--- config.mk ---
export PLATFORM = sky130hd
export DESIGN_NAME = uart_console_fifo
export DESIGN_NICKNAME = d
export VERILOG_FILES = /design/src/rtl/uart_console_fifo.sv
export SDC_FILE = /design/constraint.sdc
export NUM_CORES = 1
export LEC_CHECK = 0
export CORE_MARGIN = 2
export CORE_UTILIZATION = 55
export DETAILED_ROUTE_END_ITERATION = 12
export PLACE_DENSITY = 0.74
export SYNTH_ARGS = -nofsm -noshare
export SYNTH_HDL_FRONTEND = slang
export SYNTH_SLANG_ARGS = --single-unit
--- constraint.sdc ---
create_clock -name sys_clk -period 3.2 [get_ports sys_clk]
set_clock_uncertainty 0.05 [all_clocks]
set_input_delay 0.48 -clock sys_clk [delete_from_list [all_inputs] [get_ports sys_clk]]
set_output_delay 0.48 -clock sys_clk [all_outputs]
set_load 0.05 [all_outputs]
--- src/rtl/uart_console_fifo.sv ---
// Console buffer between the Z80 CONDAT/CONSTA decode and the uart_tx/uart_rx cores.
// TX and RX FIFOs with strobe edge detection, UART handshake sequencing,
// sticky overflow flags and a CONSTA status byte. Single clock domain (sys_clk).
module uart_console_fifo #(
    parameter int unsigned DATA_W  = 8,
    parameter int unsigned TX_AW   = 7,
    parameter int unsigned RX_AW   = 4,
    parameter bit          SYNC_EN = 1'b1
) (
    input  logic              sys_clk,
    input  logic              reset,
    input  logic              cpu_wr,
    input  logic [DATA_W-1:0] cpu_wr_data,
    input  logic              cpu_rd,
    input  logic              clr_flags,
    output logic [DATA_W-1:0] tx_data,
    output logic              tx_send,
    input  logic              tx_ready,
    input  logic [DATA_W-1:0] rx_data,
    input  logic              rx_data_ready,
    output logic              rx_clear,
    output logic [DATA_W-1:0] rx_head,
    output logic [7:0]        status,
    output logic [TX_AW:0]    tx_count,
    output logic [RX_AW:0]    rx_count
);

    localparam int unsigned TX_DEPTH = 2 ** TX_AW;
    localparam int unsigned RX_DEPTH = 2 ** RX_AW;

    localparam logic [TX_AW:0]   TX_FULL    = (TX_AW + 1)'(TX_DEPTH);
    localparam logic [RX_AW:0]   RX_FULL    = (RX_AW + 1)'(RX_DEPTH);
    localparam logic [TX_AW:0]   TX_CNT_ONE = (TX_AW + 1)'(1);
    localparam logic [RX_AW:0]   RX_CNT_ONE = (RX_AW + 1)'(1);
    localparam logic [TX_AW-1:0] TX_PTR_ONE = TX_AW'(1);
    localparam logic [RX_AW-1:0] RX_PTR_ONE = RX_AW'(1);

    typedef enum logic [1:0] {TxIdle, TxLoad, TxBusy, TxDone} tx_state_e;
    typedef enum logic [1:0] {RxIdle, RxCapt, RxAck} rx_state_e;

    // ------------------------------------------------------------------
    // Strobe synchronisation and rising-edge detection, bit 0 = wr, bit 1 = rd
    // ------------------------------------------------------------------
    logic [1:0] strb_sync;
    logic [1:0] strb_q, strb_qq;
    logic       wr_rise, rd_rise;

    if (SYNC_EN) begin : g_sync
        logic [1:0] strb_meta_q, strb_sync_q;

        // Two-flop synchroniser for the CPU strobes
        always_ff @(posedge sys_clk or posedge reset) begin
            if (reset) begin
                strb_meta_q <= 2'b00;
                strb_sync_q <= 2'b00;
            end else begin
                strb_meta_q <= {cpu_rd, cpu_wr};
                strb_sync_q <= strb_meta_q;
            end
        end
        assign strb_sync = strb_sync_q;
    end else begin : g_nosync
        assign strb_sync = {cpu_rd, cpu_wr};
    end

    // Delay line for edge detection
    always_ff @(posedge sys_clk or posedge reset) begin
        if (reset) begin
            strb_q  <= 2'b00;
            strb_qq <= 2'b00;
        end else begin
            strb_q  <= strb_sync;
            strb_qq <= strb_q;
        end
    end

    assign wr_rise = strb_q[0] & ~strb_qq[0];
    assign rd_rise = strb_q[1] & ~strb_qq[1];

    // ------------------------------------------------------------------
    // TX FIFO
    // ------------------------------------------------------------------
    logic [DATA_W-1:0] tx_mem [0:TX_DEPTH-1];
    logic [TX_AW-1:0]  tx_head_q, tx_tail_q;
    logic [TX_AW:0]    tx_count_q;
    logic [DATA_W-1:0] tx_data_q;
    logic              tx_send_q;
    logic              tx_ovf_q;
    tx_state_e         tx_state_q;
    logic              tx_full, tx_push, tx_pop;

    assign tx_full = (tx_count_q == TX_FULL);
    assign tx_push = wr_rise & ~tx_full;
    assign tx_pop  = (tx_state_q == TxIdle) & (tx_count_q != '0) & tx_ready;

    // TX storage write, no reset needed on the array
    always_ff @(posedge sys_clk) begin
        if (tx_push) begin
            tx_mem[tx_tail_q] <= cpu_wr_data;
        end
    end

    // TX tail pointer, occupancy and sticky overflow flag
    always_ff @(posedge sys_clk or posedge reset) begin
        if (reset) begin
            tx_tail_q  <= '0;
            tx_count_q <= '0;
            tx_ovf_q   <= 1'b0;
        end else begin
            if (tx_push) begin
                tx_tail_q <= tx_tail_q + TX_PTR_ONE;
            end
            case ({tx_push, tx_pop})
                2'b10:   tx_count_q <= tx_count_q + TX_CNT_ONE;
                2'b01:   tx_count_q <= tx_count_q - TX_CNT_ONE;
                default: tx_count_q <= tx_count_q;
            endcase
            if (clr_flags) begin
                tx_ovf_q <= 1'b0;
            end else if (wr_rise && tx_full) begin
                tx_ovf_q <= 1'b1;
            end
        end
    end

    // TX handshake FSM: pop a byte, raise tx_send until uart_tx goes busy, wait idle
    always_ff @(posedge sys_clk or posedge reset) begin
        if (reset) begin
            tx_state_q <= TxIdle;
            tx_head_q  <= '0;
            tx_data_q  <= '0;
            tx_send_q  <= 1'b0;
        end else begin
            case (tx_state_q)
                TxIdle: begin
                    if (tx_pop) begin
                        tx_data_q  <= tx_mem[tx_head_q];
                        tx_head_q  <= tx_head_q + TX_PTR_ONE;
                        tx_send_q  <= 1'b1;
                        tx_state_q <= TxLoad;
                    end
                end
                TxLoad: tx_state_q <= TxBusy;
                TxBusy: begin
                    if (!tx_ready) begin
                        tx_send_q  <= 1'b0;
                        tx_state_q <= TxDone;
                    end
                end
                TxDone: begin
                    if (tx_ready) begin
                        tx_state_q <= TxIdle;
                    end
                end
                default: tx_state_q <= TxIdle;
            endcase
        end
    end

    assign tx_data  = tx_data_q;
    assign tx_send  = tx_send_q;
    assign tx_count = tx_count_q;

    // ------------------------------------------------------------------
    // RX FIFO
    // ------------------------------------------------------------------
    logic [DATA_W-1:0] rx_mem [0:RX_DEPTH-1];
    logic [RX_AW-1:0]  rx_head_q, rx_tail_q;
    logic [RX_AW:0]    rx_count_q;
    logic              rx_clear_q;
    logic              rx_ovf_q;
    rx_state_e         rx_state_q;
    logic              rx_full, rx_capt, rx_push, rx_pop;

    assign rx_full = (rx_count_q == RX_FULL);
    assign rx_capt = (rx_state_q == RxCapt);
    assign rx_pop  = rd_rise & (rx_count_q != '0);
    // A simultaneous pop frees the slot, so a full FIFO still accepts the byte
    assign rx_push = rx_capt & (~rx_full | rx_pop);

    // RX storage write
    always_ff @(posedge sys_clk) begin
        if (rx_push) begin
            rx_mem[rx_tail_q] <= rx_data;
        end
    end

    // RX pointers, occupancy and sticky overflow flag
    always_ff @(posedge sys_clk or posedge reset) begin
        if (reset) begin
            rx_head_q  <= '0;
            rx_tail_q  <= '0;
            rx_count_q <= '0;
            rx_ovf_q   <= 1'b0;
        end else begin
            if (rx_push) begin
                rx_tail_q <= rx_tail_q + RX_PTR_ONE;
            end
            if (rx_pop) begin
                rx_head_q <= rx_head_q + RX_PTR_ONE;
            end
            case ({rx_push, rx_pop})
                2'b10:   rx_count_q <= rx_count_q + RX_CNT_ONE;
                2'b01:   rx_count_q <= rx_count_q - RX_CNT_ONE;
                default: rx_count_q <= rx_count_q;
            endcase
            if (clr_flags) begin
                rx_ovf_q <= 1'b0;
            end else if (rx_capt && !rx_push) begin
                rx_ovf_q <= 1'b1;
            end
        end
    end

    // RX handshake FSM: capture once, hold rx_clear until uart_rx drops ready
    always_ff @(posedge sys_clk or posedge reset) begin
        if (reset) begin
            rx_state_q <= RxIdle;
            rx_clear_q <= 1'b0;
        end else begin
            case (rx_state_q)
                RxIdle: begin
                    if (rx_data_ready) begin
                        rx_state_q <= RxCapt;
                    end
                end
                RxCapt: begin
                    rx_clear_q <= 1'b1;
                    rx_state_q <= RxAck;
                end
                RxAck: begin
                    if (!rx_data_ready) begin
                        rx_clear_q <= 1'b0;
                        rx_state_q <= RxIdle;
                    end
                end
                default: rx_state_q <= RxIdle;
            endcase
        end
    end

    assign rx_clear = rx_clear_q;
    assign rx_count = rx_count_q;
    assign rx_head  = (rx_count_q != '0) ? rx_mem[rx_head_q] : '0;

    assign status = {tx_ovf_q, rx_ovf_q, 2'b00, (tx_count_q == '0), ~tx_full,
                     1'b0, (rx_count_q != '0)};

endmodule

* Yosys cells after proc, flatten, opt, wreduce, memory -nomap -nowiden *
Memory sizes are Yosys's and may differ from the RTL's. A register that Yosys moved wholly into a read port is not among the register bits.
Cells that the tools add are included.

word-level totals
  input bits = 23
  memories = 2
  bits in read-only memories = 0
  bits in writable memories = 1152
  latch bits = 0
  output and inout bits = 39
  register bits = 51
  word-level logic and storage cells = 96

memory list
  name    words  width  rd ports  clocked after Yosys merged registers in  wr ports  line  text
  tx_mem  128    8      1         1                                        1         83    logic [DATA_W-1:0] tx_mem [0:TX_DEPTH-1];
  rx_mem  16     8      1         0                                        1         167   logic [DATA_W-1:0] rx_mem [0:RX_DEPTH-1];

cells by class
  $add $sub $neg = 8
  bitwise logic cells = 12
  mux-type cells = 23
  div/mod/pow operators = 0
  order comparisons = 0
  $mul = 0
  equal/unequal tests = 16
  shifts and indexed selects = 0
  reductions and logical operators = 19

operators with widths
  operator               count
  $pmux W8 S2            1
  $add A7 B1 Y7 const B  2
  $reduce_bool A2 Y1     6
  $mux W1                11
  $eq A2 B2 Y1 const B   5
  $mux W2                5
  $ne A2 B2 Y1 const B   5
  $pmux W5 S2            1
  $add A4 B1 Y4 const B  2
  $add A8 B1 Y8 const B  1
  $eq A2 B1 Y1 const B   4
  $eq A8 B8 Y1 const B   1
  $logic_not A8 Y1       1
  $mux W8                1
  $pmux W2 S4            1
  $reduce_bool A8 Y1     1
  $sub A8 B1 Y8 const B  1
  $and A1 B1 Y1          7
  $pmux W2 S3            1
  $reduce_and A2 Y1      3
  $reduce_and A3 Y1      2
  $add A5 B1 Y5 const B  1
  $eq A5 B5 Y1 const B   1
  $reduce_bool A5 Y1     1
  other kinds (7)        13

* Depth between registers and ports, before layout *
Gate-level depths: netlist of the first run.

  depth after elaboration = 9
  depth in mapped cells = 14
  depth with buffers taken out = 13

* Worst setup path after synthesis of the first run *
No wires, ideal clock.

  kind = reg-to-reg
  start = register tx_count_q[3] (netlist: tx_count[3])
  end = register tx_count_q[7] (netlist: tx_count[7])
  slack = -0.821 ns
  data required time = 3.063 ns
  cell stages (with the launch flop) = 13
  library setup time = 0.087 ns
  data arrival time = 3.884 ns
  cells stage by stage = dfrtp_1 nor4_2 nand3_1 and2_1 inv_1 ha_1 ha_1 a21o_1 a21oi_1 o21ai_0 a2111o_1 a2111o_1 o211ai_1

on the way
  longest elaborated chain between the ends = 5
  elaborated cells on any way between the ends = 12

RTL lines
  item                                                      line  text
  start, declared                                           85    logic [TX_AW:0] tx_count_q;
  start signal, assigned                                    114   2'b10: tx_count_q <= tx_count_q + TX_CNT_ONE;
  start signal, assigned                                    115   2'b01: tx_count_q <= tx_count_q - TX_CNT_ONE;
  start signal, assigned                                    116   default: tx_count_q <= tx_count_q;
  $eq A8 B8 Y1 *                                            92    assign tx_full = (tx_count_q == TX_FULL);
  $not A1 Y1 *                                              n/a
  named net status[2]                                       23    output logic [7:0] status,
  $and A1 B1 Y1 *                                           93    assign tx_push = wr_rise & ~tx_full;
  $eq A2 B1 Y1 / $eq A2 B2 Y1 (equally long branches)       113   case ({tx_push, tx_pop})
  $pmux W8 S2 / $reduce_bool A2 Y1 (equally long branches)  n/a

Mark *: on every way through the listed nets, which the timed path passes. The rest lies on a longest branch.
A chain may end at the register's enable or synchronous reset.

* Final worst setup path of the first run *
  start = register rx_head_q[0]
  end = output port rx_head[5]

on the way
  longest elaborated chain between the ends = 2

RTL lines
  item                    line  text
  start, declared         168   logic [RX_AW-1:0] rx_head_q, rx_tail_q;
  start signal, assigned  200   rx_head_q <= rx_head_q + RX_PTR_ONE;
  $mem_v2 Z16 W8          n/a
  $mux W8                 244   assign rx_head = (rx_count_q != '0) ? rx_mem[rx_head_q] : '0;
  end, declared           22    output logic [DATA_W-1:0] rx_head,

No other way between the ends.

==> results of run 1 <==
==> layer usage <==
metal | part of all wire (%) | wire length (um) | vias to the layer above
li1 | - | - | 9987
met1 | 39 | 41400 | 12500
met2 | 49 | 51900 | 1224
met3 | 8.4 | 8860 | 207
met4 | 3.0 | 3180 | 0
met5 | 0 | 0 | -
==> layout by cell type (no fill, tap or decap), drive strengths merged, types with 16 or more instances in the layout <==
cell type      count
inv               25
nor3              28
nand2             59
mux2              19
nor2b             23
clkdlybuf4s50     40
o21ai             17
xnor2             20
edfxtp          1152
clkinv            44
nor2             175
ha                21
a21oi             16
mux2i            106
clkbuf           150
dfrtp             59
o22ai             45
buf              205
mux4             278
==> cell families after synthesis <==
family,Yosys count,synth area share [%]
mux,403,15.9
simple gates,339,3.16
fa+ha+maj,23,0.636
xor+xnor,26,0.478
compound gates,161,2.36
flops,1211,75.8
buf+inv,144,1.71
other cells,1,0.00788
==> timing repair <==
| item | in CTS | in global routing |
|---|---|---|
| gates cloned | 3 | 0 |
| pin swaps | 0 | 3 |
| setup buffers | 4 | 2 |
| setup endpoints to repair | 10 | 10 |
| resized for setup | 21 | 6 |
==> sequential cells by signal (all words and copies together) (netlist names) <==
signal / count
rx_head_q: 4
g_sync.strb_sync_q: 2
rx_count: 5
strb_qq: 2
strb_q: 2
tx_tail_q: 7
rx_clear: 1
tx_head_q: 7
rx_ovf_q: 1
rx_state_q: 2
tx_data: 8
g_sync.strb_meta_q: 2
tx_send: 1
tx_count: 8
rx_tail_q: 4
tx_state_q: 2
tx_ovf_q: 1
tx_mem: 1024
rx_mem: 128
==> cells in the mapped netlist (all sizes together) (16+ instances only) <==
cell type,count,area share (%)
nor2,175,1.4
a21oi,16,0.17
mux2,19,0.45
nand2,59,0.47
mux4,278,13
ha,21,0.55
o21ai,17,0.18
nor3,28,0.29
clkbuf,42,0.36
buf,83,1.2
edfxtp,1152,73
inv,19,0.15
mux2i,106,2.2
o22ai,45,0.59
nor2b,23,0.30
dfrtp,59,3.1
xnor2,20,0.37
==> stage by stage <==
| stage | util, % | instances |
|---|---|---|
| floorplan | - | 2310 |
| global placement | 59.2 | 3567 |
| detailed placement | 59.2 | 3567 |
| CTS | 63.8 | 3789 |
| global route | 63.8 | 3791 |
| finish | 63.8 | 3791 |
==> power breakdown <==
| part | switching (uW) | internal, uW |
|---|---|---|
| clock | 5710 | 7700 |
| sequential | 679 | 17800 |
| combinational | 6970 | 6110 |
| total | 13400 | 31700 |
==> final timing paths <==
check | start | to | cells after the start
max | rx_head_q[0]$_DFFE_PP0P_ | rx_head[5] | 6
min | cpu_wr_data[7] | tx_mem[103][7]$_DFFE_PP_ | 1
max reg2reg | tx_count[5]$_DFFE_PP0P_ | tx_count[7]$_DFFE_PP0P_ | 12
min reg2reg | g_sync.strb_sync_q[0]$_DFF_PP0_ | strb_q[0]$_DFF_PP0_ | 0
max in group asynchronous | reset | tx_head_q[0]$_DFFE_PP0P_ | 3
min in group asynchronous | reset | tx_tail_q[1]$_DFFE_PP0P_ | 3
==> cell type report <==
type                            instances  area (um2)  share of cell area (%)
Sequential cell                      1211       36100                    66.2
Multi-Input combinational cell        955       10800                    19.8
Clock buffer                          150        3130                    5.75
Timing Repair Buffer                  247        2370                    4.34
Tap cell                             1144        1430                    2.63
Clock inverter                         65         612                    1.12
Inverter                               19        73.8                   0.135
==> run summary, run 1 <==
PLACED DESIGN
------------------------------------------------------------------------------
Routability congestion estimate from global placement                    0.903
Estimated wirelength of the detail-placed design                      65400 um
Count of input and output buffers                                           58
Post-placement worst setup slack                                      -1.03 ps
Area of placed instances                                             50600 um2

WORST SETUP PATH
------------------------------------------------------------------------------
Delay-heaviest family, CP                                         multiplexers
CP Data Required Time                                                  2670 ps
Crit path largest cell delay                                            540 ps
Setup slack of the worst register-to-register path                      110 ps
Most frequent cell on the critical path                                 mux4_2
Crit. End Element                                                   output pin
Arrival time at the worst endpoint                                     2730 ps
Crit path buf inv count                                                      3
Crit path cell chain                                              buf_12 > buf_16 > mux4_2 > mux4_2 > nor2b_1 > buf_6
Type of the worst setup path                                      flop to output pin
Critical path fanouts, max                                                   7
Sort of element at the start of the critical path                         flop
Critical-path top delay cell                                            mux4_2

HOLD PATH
------------------------------------------------------------------------------
Classification of the worst-slack hold path                       input pin to flop

FLOORPLAN
------------------------------------------------------------------------------
Width of the die                                                        298 um
Core Region                                                          85400 um2
Die height                                                              298 um
Io pins                                                                     62
Die Area                                                             88900 um2
Effective utilization at floorplan                                       55.7%
Site row count                                                             107

YOSYS
------------------------------------------------------------------------------
Primary FF master, synth                                              edfxtp_1
Portion of the post-synthesis area used by sequential elements           75.8%
Total of flip-flops plus latches after synthesis                          1211
Number of warning messages in the yosys log                                  0
Mapped cell area                                                     47600 um2
Instance count of the mapped netlist                                      2308
EDFF count, synth                                                         1152
Distinct cell type count of the synthesized netlist                         64
Post-synthesis async set-or-reset flop share                             4.87%
Post-synthesis area per instance                                      20.6 um2

TIMING
------------------------------------------------------------------------------
Setup slack of the critical path after layout                         -57.8 ps
Clock period minus final worst setup slack                             3260 ps
Worst Max-Slew Pin Slew                                                1000 ps
Final Setup Violations                                                       7
Upper clock frequency limit                                            307 MHz
Worst hold margin                                                      45.6 ps
Normalized max-slew margin                                               32.8%
Number of failing hold endpoints at the final stage                          0
Setup repair after global routing missed its margin                       true
Number of max-slew violations in the final report                            0
Setup TNS after final layout                                           -247 ps
Share of the clock period used by the worst path after layout             102%

POWER AND IR DROP
------------------------------------------------------------------------------
Power Total                                                           45000 uW
Leakage Power                                                        0.0178 uW
Ratio of total power to cell area                                   826 nW/um2
Max VDD drop                                                            579 uV

CLOCKING
------------------------------------------------------------------------------
Maximum count of clock buffers along a single path                           3
Number of clock sinks                                                     1211
Total of hold buffers inserted after clock tree synthesis                    0
Total number of H-tree levels                                                3
Clock tree from TritonCTS                                                 done
Clock-pin slew on the worst setup and hold paths                         60 ps
Number of buffers created by CTS                                           116
CTS root buffer                                                      clkbuf_16
Insertion delay of the later-clocked pin in the worst-skew pair         700 ps

FINAL LAYOUT
------------------------------------------------------------------------------
Nets@finish                                                               2596
Area overhead of the layout relative to synthesis                        14.5%
Fill cells                                                                5632
Final non-filler cell area                                           54500 um2
Share of cells above drive strength 1                                    26.2%
Antenna cell count                                                           0

GLOBAL ROUTING
------------------------------------------------------------------------------
Pin count of the biggest net entering global routing                       129
Met1 demand-to-capacity share in global routing                          34.1%
Antenna violations before repair                                             1
Met2 track utilization from global routing                               38.6%
Aggregate global-route resource usage                                    24.0%
First-pass GRT wire length                                           158000 um
Via count of the first global-routing pass                               24400
Grt ovf                                                                      0
Global-route layer with the greatest usage                                met2
GR met3 Demand/Resource                                                  4.05%

RUN STATUS
------------------------------------------------------------------------------
Violations in the final reports                                   setup timing
Run status                                                        finished, violations left

ROUTING
------------------------------------------------------------------------------
Post-DR vias/cell                                                         6.31
Total number of vias                                                     23900
Antenna violation net count after detailed routing                           0
DRC violations left                                                          0
Total detailed-routing wirelength                                    105000 um
First DRT Iteration DRCs                                                  2698
Post-DR wirelength/cell                                                27.8 um
Length of the first detailed-routing pass in iterations                      7

FLOW RUN
------------------------------------------------------------------------------
Number of maximum-capacitance constraint violations                          0

No activity file was read; power rests on OpenSTA's default activity.
==> inputs of run 2 (changes only) <==
--- a/config.mk
+++ b/config.mk
@@ -9,6 +9,7 @@
 export CORE_UTILIZATION = 55
 export DETAILED_ROUTE_END_ITERATION = 12
 export PLACE_DENSITY = 0.74
+export SETUP_SLACK_MARGIN = 0.1
 export SYNTH_ARGS = -nofsm -noshare
 export SYNTH_HDL_FRONTEND = slang
 export SYNTH_SLANG_ARGS = --single-unit
==> run summary, run 2 (same netlist as run 1, synthesis figures left out) <==
GLOBAL ROUTING
------------------------------------------------------------------------------
Aggregate global-route resource usage                                    24.0%   about the same
Pin count of the biggest net entering global routing                       129   unchanged
Antenna violations before repair                                             1   unchanged
Via count of the first global-routing pass                               24400   about the same
Grt ovf                                                                      0   unchanged
First-pass GRT wire length                                           159000 um   was 158000 um

CLOCKING
------------------------------------------------------------------------------
Clock tree from TritonCTS                                                 done   unchanged
Number of buffers created by CTS                                           116   unchanged
Total number of H-tree levels                                                3   unchanged
Clock-pin slew on the worst setup and hold paths                         60 ps   about the same
Total of hold buffers inserted after clock tree synthesis                    0   unchanged
Number of clock sinks                                                     1211   unchanged
CTS root buffer                                                      clkbuf_16   unchanged
Insertion delay of the later-clocked pin in the worst-skew pair         690 ps   was 700 ps
Maximum count of clock buffers along a single path                           3   unchanged

RUN STATUS
------------------------------------------------------------------------------
Violations in the final reports                                   setup timing   unchanged
Run status                                                        finished, violations left   unchanged

ROUTING
------------------------------------------------------------------------------
First DRT Iteration DRCs                                                  2718   was 2698
Total detailed-routing wirelength                                    105000 um   about the same
Total number of vias                                                     23800   was 23900
Antenna violation net count after detailed routing                           0   unchanged
Length of the first detailed-routing pass in iterations                      6   was 7
Post-DR wirelength/cell                                                27.8 um   about the same
Post-DR vias/cell                                                         6.27   was 6.31
DRC violations left                                                          0   unchanged

WORST SETUP PATH
------------------------------------------------------------------------------
Sort of element at the start of the critical path                         flop   unchanged
Crit path cell chain                                              buf_12 > buf_16 > mux4_2 > mux4_2 > nor2b_1 > buf_6   unchanged
Crit. End Element                                                   output pin   unchanged
Worst r2r path cells                                                        13   was 12
Endpoint of the lowest-slack register-to-register path            tx_count[7]$_DFFE_PP0P_   unchanged
Type of the worst setup path                                      flop to output pin   unchanged
FF-to-FF Start                                                    tx_count[4]$_DFFE_PP0P_   was tx_count[5]$_DFFE_PP0P_
Setup slack of the worst register-to-register path                      140 ps   was 110 ps
CP Data Required Time                                                  2670 ps   about the same
Critical path fanouts, max                                                   7   unchanged
Arrival time at the worst endpoint                                     2720 ps   was 2730 ps
Crit path largest cell delay                                            530 ps   was 540 ps
Most frequent cell on the critical path                                 mux4_2   unchanged
Critical-path top delay cell                                            mux4_2   unchanged

FLOW RUN
------------------------------------------------------------------------------
Number of maximum-capacitance constraint violations                          0   unchanged

FLOORPLAN
------------------------------------------------------------------------------
Effective utilization at floorplan                                       55.7%   unchanged
Core Region                                                          85400 um2   unchanged
Io pins                                                                     62   unchanged
Die Area                                                             88900 um2   unchanged
Die height                                                              298 um   unchanged
Width of the die                                                        298 um   unchanged
Site row count                                                             107   unchanged

POWER AND IR DROP
------------------------------------------------------------------------------
Clock share of power                                                     29.8%   about the same
Leakage Power                                                        0.0178 uW   about the same
Internal portion of total power                                       31700 uW   about the same
Portion of total power attributed to combinational logic                 29.1%   about the same
Switching power as a share of total power                                29.7%   about the same
Sequential Power Share                                                   41.1%   about the same
Ratio of total power to cell area                                   826 nW/um2   about the same
Reported net switching power                                          13400 uW   about the same
Max VDD drop                                                            579 uV   about the same

TIMING
------------------------------------------------------------------------------
Worst Max-Slew Pin Slew                                                 978 ps   was 1000 ps
Worst hold margin                                                      45.6 ps   about the same
Final Setup Violations                                                       7   unchanged
Setup TNS after final layout                                           -247 ps   about the same
Number of max-slew violations in the final report                            0   unchanged
Upper clock frequency limit                                            307 MHz   about the same
Number of failing hold endpoints at the final stage                          0   unchanged
Setup slack of the critical path after layout                         -54.6 ps   was -57.8 ps
Setup repair after global routing missed its margin                       true   unchanged
Normalized max-slew margin                                               34.6%   was 32.8%
Share of the clock period used by the worst path after layout             102%   about the same
Clock period minus final worst setup slack                             3250 ps   was 3260 ps

FINAL LAYOUT
------------------------------------------------------------------------------
Largest registers in the final layout                             tx_mem (1024), rx_mem (128)   unchanged
Nets@finish                                                               2599   was 2596
Register with the most flip-flops                                       tx_mem   unchanged
Fin cells                                                                 3794   was 3791
Flip-flop count of the largest register after layout                      1024   unchanged
Share of cells above drive strength 1                                    26.4%   was 26.2%
Most common cell after layout, fill and taps aside                    edfxtp_1   unchanged
Highest-count cells in the layout ignoring fill and taps          edfxtp_1 (1152), mux4_2 (271), nor2_1 (175)   unchanged
Antenna cell count                                                           0   unchanged
Layout Utilization                                                       63.9%   was 63.8%
Area overhead of the layout relative to synthesis                        14.6%   was 14.5%

HOLD PATH
------------------------------------------------------------------------------
Hold endpoint                                                     tx_mem[103][7]$_DFFE_PP_   unchanged
Classification of the worst-slack hold path                       input pin to flop   unchanged
Number of stages on the worst hold path                                      1   unchanged
Hold_sp                                                           cpu_wr_data[7]   unchanged

PLACED DESIGN
------------------------------------------------------------------------------
DP Cell Count                                                             3567   unchanged
Routability congestion estimate from global placement                    0.903   unchanged
Count of input and output buffers                                           58   unchanged
Estimated wirelength of the detail-placed design                      65400 um   unchanged

-- run 2: cell types whose count changed in the layout (fill, tap and decap cells not counted), sizes merged --
cell,before,now
buf,205,208
-- run 2: worst max-delay path by stage --
stage          slack [ps]  cells past startpoint                startpoint                       to
2_1_floorplan         -60                     12   tx_count[6]$_DFFE_PP0P_  tx_count[7]$_DFFE_PP0P_
3_3_place_gp         -0.3                     13                  tx_ready  tx_count[6]$_DFFE_PP0P_
3_5_place_dp           -1                     13                  tx_ready  tx_count[6]$_DFFE_PP0P_
4_1_cts               -70                      6  rx_head_q[0]$_DFFE_PP0P_               rx_head[1]
5_1_grt              -140                      6  rx_head_q[0]$_DFFE_PP0P_               rx_head[1]
6_report              -50                      6  rx_head_q[0]$_DFFE_PP0P_               rx_head[5]
-- run 2: repair_timing --
action / CTS / global route
setup buffers: 6 / 3
endpoints found under the setup margin: 12 / 10
cloned: 3 / 0
endpoints found under the hold margin: 0 / 0
gates resized for setup: 21 / 11
pin swaps: 1 / 4
-- run 2: through the flow --
step	power [uW]	setup slack, ps	area, um2
2_1_floorplan	27600	-60.2	47700
3_5_place_dp	31500	-1.03	50600
3_3_place_gp	31200	-0.326	50600
4_1_cts	45200	-72.8	54500
5_1_grt	46600	-136	54600
6_report	45100	-54.6	54600
-- run 2: metal layers --
| metal | global-route usage [%] | vias up | share of wire, % |
|---|---|---|---|
| met5 | 0 | - | 0 |
| met4 | 7.82 | 0 | 2.9 |
| met3 | 4.05 | 188 | 8.2 |
| met2 | 38.6 | 1144 | 49 |
| met1 | 34.1 | 12500 | 40 |
| li1 | - | 9991 | - |
-- run 2: worst max-delay path, delay by kind of cell, from the launching register on --
family	cells	cell delay, ps
muxes	2	980
buffers and inverters	3	460
DFF	1	410
and+or+nand+nor	1	180
-- run 2: final cells by class --
class	count	area, um2
flip-flops and latches	1211	36100
fillers	5626	30900
multi-input cells	955	10800
clock buffers	150	3130
repair buffers	250	2390
well taps	1144	1430
clock inverters	65	612
inverters	19	73.8
-- run 2: power groups by stage --
stage / combinational (uW) / sequential (uW) / clock (uW)
6_report: 13100 / 18500 / 13400
5_1_grt: 13800 / 18600 / 14100
4_1_cts: 13100 / 18500 / 13600
3_5_place_dp: 12700 / 18800 / 0
3_3_place_gp: 12400 / 18800 / 0
2_1_floorplan: 8680 / 18900 / 0
==> RTL change 1, RTL diff (flow settings as in run 1) <==
`TX_AW`: 7 -> 5.
--- a/src/rtl/uart_console_fifo.sv
+++ b/src/rtl/uart_console_fifo.sv
@@ -4,5 +4,5 @@
 module uart_console_fifo #(
     parameter int unsigned DATA_W  = 8,
-    parameter int unsigned TX_AW   = 7,
+    parameter int unsigned TX_AW   = 5,
     parameter int unsigned RX_AW   = 4,
     parameter bit          SYNC_EN = 1'b1
Interface: changed (resized tx_count); port bits go from 62 to 60. The function was not compared with the original's and may differ.
==> RTL change 1 against run 1 <==
- area after synthesis shrank 63%
- sequential cell count shrank 774
- synthesized cell count shrank 58%
- sequential share of layout area shrank 2.5 points
- largest cell class unchanged
- cell area shrank 63%
- worst setup slack gained 0.13 ns
- combinational power shrank 56%
- register-to-register slack gained 0.17 ns
- sequential power shrank 61%
- utilization is essentially flat
- power shrank 60%
- routed wire length shrank 65%
- critical endpoint is now rx_head[4]
- cell count shrank 61%
==> RTL change 1: results (changes against run 1) <==
Critical path
  • CP Capture Point: rx_head[4]
  • Slowest stage delay, CP: 0.58 ns (+0.04 ns)

Worst hold path
  • Hold endpoint: g_sync.strb_sync_q[0]
  • Hold path start: g_sync.strb_meta_q[0]
  • Hold depth: 0 (-1)

Synth
  • Top area cells in the synthesized netlist: edfxtp_1, dfrtp_1, mux4_2, mux4_1, mux2i_1
  • Number of enable flip-flop cells after synthesis: 384 (-67%)
  • Post-synth top cells: edfxtp_1, nor2_1, mux4_2, dfrtp_1, mux2i_1
  • Sequential-to-total area share from yosys stat: 0.726 (-0.0318)
  • Multiplexer share of the synthesized area: 0.133 (-0.0256)

Outcome
  • Status: completed

GRT
  • First-pass GRT wire length: 55400 um (-65%)

Pwr
  • Comb power frac: 0.320 (+0.029)
  • Leakage power: 6.89 nW (-61%)
  • Worst vdd ir: 0.000625 V (+7.9%)

Routing
  • WL final: 36400 um (-65%)
  • 1st-pass router iterations: 6 (-1)
  • Starting DRT DRC Count: 926 (-66%)
  • DR vias/cell: 6.03 (-4.4%)

Placement
  • Routability cong.: 0.798 (-12%)
  • DP HPWL: 22300 um (-66%)
  • # port buffers: 56 (-3.4%)

Clocking
  • H-tree level count: 2 (-1)
  • Total clock buffers created by CTS: 44 (-62%)
  • Worst-Skew Late Latency: 0.55 ns (-0.15 ns)

Finish
  • Register area: 12900 um2 (-64%)
  • # nets final: 1103 (-58%)
RTL change 1: cell count changes after synthesis, sizes merged, moves of 13 or more:
| cell | before | now |
|---|---|---|
| a22oi | 14 | 1 |
| buf | 83 | 39 |
| clkbuf | 42 | 15 |
| edfxtp | 1152 | 384 |
| mux2i | 106 | 49 |
| mux4 | 278 | 75 |
| nor2 | 175 | 61 |
| nor3 | 28 | 10 |
| o22ai | 45 | 8 |
RTL change 1: repair_timing:
item | 4_1_cts | 5_1_grt
setup buffers | 0 | 1
endpoints found under the setup margin | 1 | 9
resized for setup | 0 | 4
gates cloned | 1 | 0
RTL change 1: layer usage:
metal	share of wire	GRT usage
met1	0.43	0.314
met2	0.48	0.359
met3	0.063	0.0416
met4	0.022	0.0621
met5	0	0
RTL change 1: metrics by stage:
step | setup slack (ns) | hold WS [ns] | area [um2]
2_1_floorplan | 0.0443 | 0.281 | 17700
3_3_place_gp | 0.223 | 0.285 | 18700
3_5_place_dp | 0.155 | 0.286 | 18700
4_1_cts | 0.00348 | 0.300 | 20200
5_1_grt | 0.00152 | 0.310 | 20200
6_report | 0.0755 | 0.297 | 20200
RTL change 1: logic make-up (layout without fill, tap and decap cells):
| logic type | after synthesis | count (layout) |
|---|---|---|
| AND/OR/NAND/NOR | 166 | 166 |
| adder cells (fa/ha/maj) | 23 | 23 |
| AO/OA/AOI/OAI | 108 | 108 |
| flip-flops | 437 | 437 |
| buffers and inverters | 77 | 196 |
| other | 1 | 4 |
| XOR/XNOR | 25 | 25 |
| multiplexers | 133 | 133 |
RTL change 1: final cells by class:
class                           count  share of cell area
Sequential cell                   437               0.637
Multi-Input combinational cell    458               0.219
Clock buffer                       59              0.0608
Timing Repair Buffer               93              0.0445
Tap cell                          402              0.0249
Clock inverter                     21             0.00936
Inverter                           23             0.00428
Antenna cell                        1            0.000124
==> RTL change 2, RTL diff (flow settings as in run 1) <==
Made on the original files. Put one more register stage on the output `tx_count`, cleared by the reset. The value now appears one clock later. The other outputs are not delayed to match.
--- a/src/rtl/uart_console_fifo.sv
+++ b/src/rtl/uart_console_fifo.sv
@@ -160,5 +160,11 @@
     assign tx_data  = tx_data_q;
     assign tx_send  = tx_send_q;
-    assign tx_count = tx_count_q;
+    always_ff @(posedge sys_clk or posedge reset) begin
+        if (reset) begin
+            tx_count <= '0;
+        end else begin
+            tx_count <= tx_count_q;
+        end
+    end
 
     // ------------------------------------------------------------------
Formal check against the unedited RTL: no difference found for any inputs over 4 cycles, from zero or initial values and one cycle with reset high; that may be too few to reach the edited logic, so the function may still have changed.
==> RTL change 2 against run 1 <==
- the run still ends with negative setup slack left
- critical path depth unchanged
- routed wire length increased by 0.32%
- utilization decreased by 0.43 points
- cell area decreased by 0.51%
- sequential cell count increased by 8
- maximum frequency increased by 1.6%
- area after synthesis about the same
- worst setup slack improved by 0.050 ns
- power increased by 0.99%
- first-iteration DRC count decreased by 5.2%
- cell count decreased by 0.61%
- highest routed layer is now met5
==> RTL change 2: results (changes against run 1) <==
Outcome
  • Status: finished, violations left
  • Violated checks: negative setup slack

Critical path
  • Critical R2R Capture: tx_count_q[7]
  • Crit-path max FO: 6 (-1)
  • R2R Path Start: tx_count_q[1]
  • Slowest stage delay, CP: 0.51 ns (-0.03 ns)

Routing
  • Starting DRT DRC Count: 2559 (-5.2%)
  • WL final: 106000 um (+0.32%)
  • DR vias/cell: 6.30 (-0.16%)
  • Met2 wire length: 52300 um (+0.73%)
  • Max Used Layer: met5

Placement
  • Placed Cells incl. Taps: 3542 (-0.70%)
  • Routability cong.: 0.896 (-0.80%)
  • DP HPWL: 66400 um (+1.5%)
  • Dpl ws: -0.100 ns (-0.0994 ns)

STA
  • Slew HR: 0.260 (-0.0679)
  • TNS Setup: -0.00793 ns (+0.239 ns)
  • Final setup margin: -0.00793 ns (+0.0498 ns)
  • # setup viols final: 1 (-6)

Synth
  • Post-Synth XOR/XNOR Area: 0.00478 (about the same)
  • Adder-Cell Fraction of Synth Area: 0.00635 (about the same)
  • Post-synth top cells: edfxtp_1, mux4_2, nor2_1, mux2i_1, dfrtp_1

Clocking
  • Resized Gates After CTS: 13 (-38%)

Finish
  • Layout cells sized above 1: 0.243 (-0.0190)
  • Post-route insts no fill: 3768 (-0.61%)

Pwr
  • Worst vdd ir: 0.000645 V (+11%)
  • Leakage power: 17.5 nW (-1.4%)
-- RTL change 2: cell types whose count changed in the layout (fill, tap and decap cells not counted), sizes merged, moves of 11 or more --
cell | run 1 | this run
nand2 | 59 | 48
a22oi | 14 | 35
clkinv | 44 | 59
buf | 205 | 154
nor2 | 175 | 186
mux4 | 278 | 264
-- RTL change 2: area by class of cell --
type,count,area [um2]
Sequential cell,1219,36300
Tap cell,1144,1430
Fill cell,5539,31300
Clock buffer,143,3070
Inverter,22,83.8
Multi-Input combinational cell,970,10700
Clock inverter,74,694
Timing Repair Buffer,196,1970
-- RTL change 2: where the power goes --
part | total [mW] | internal [mW] | leakage [nW] | switching (mW)
clock | 13.5 | 7.64 | 1.85 | 5.82
combinational | 13.3 | 6.07 | 4.52 | 7.27
sequential | 18.7 | 18.0 | 11.2 | 0.664
total | 45.5 | 31.7 | 17.5 | 13.8
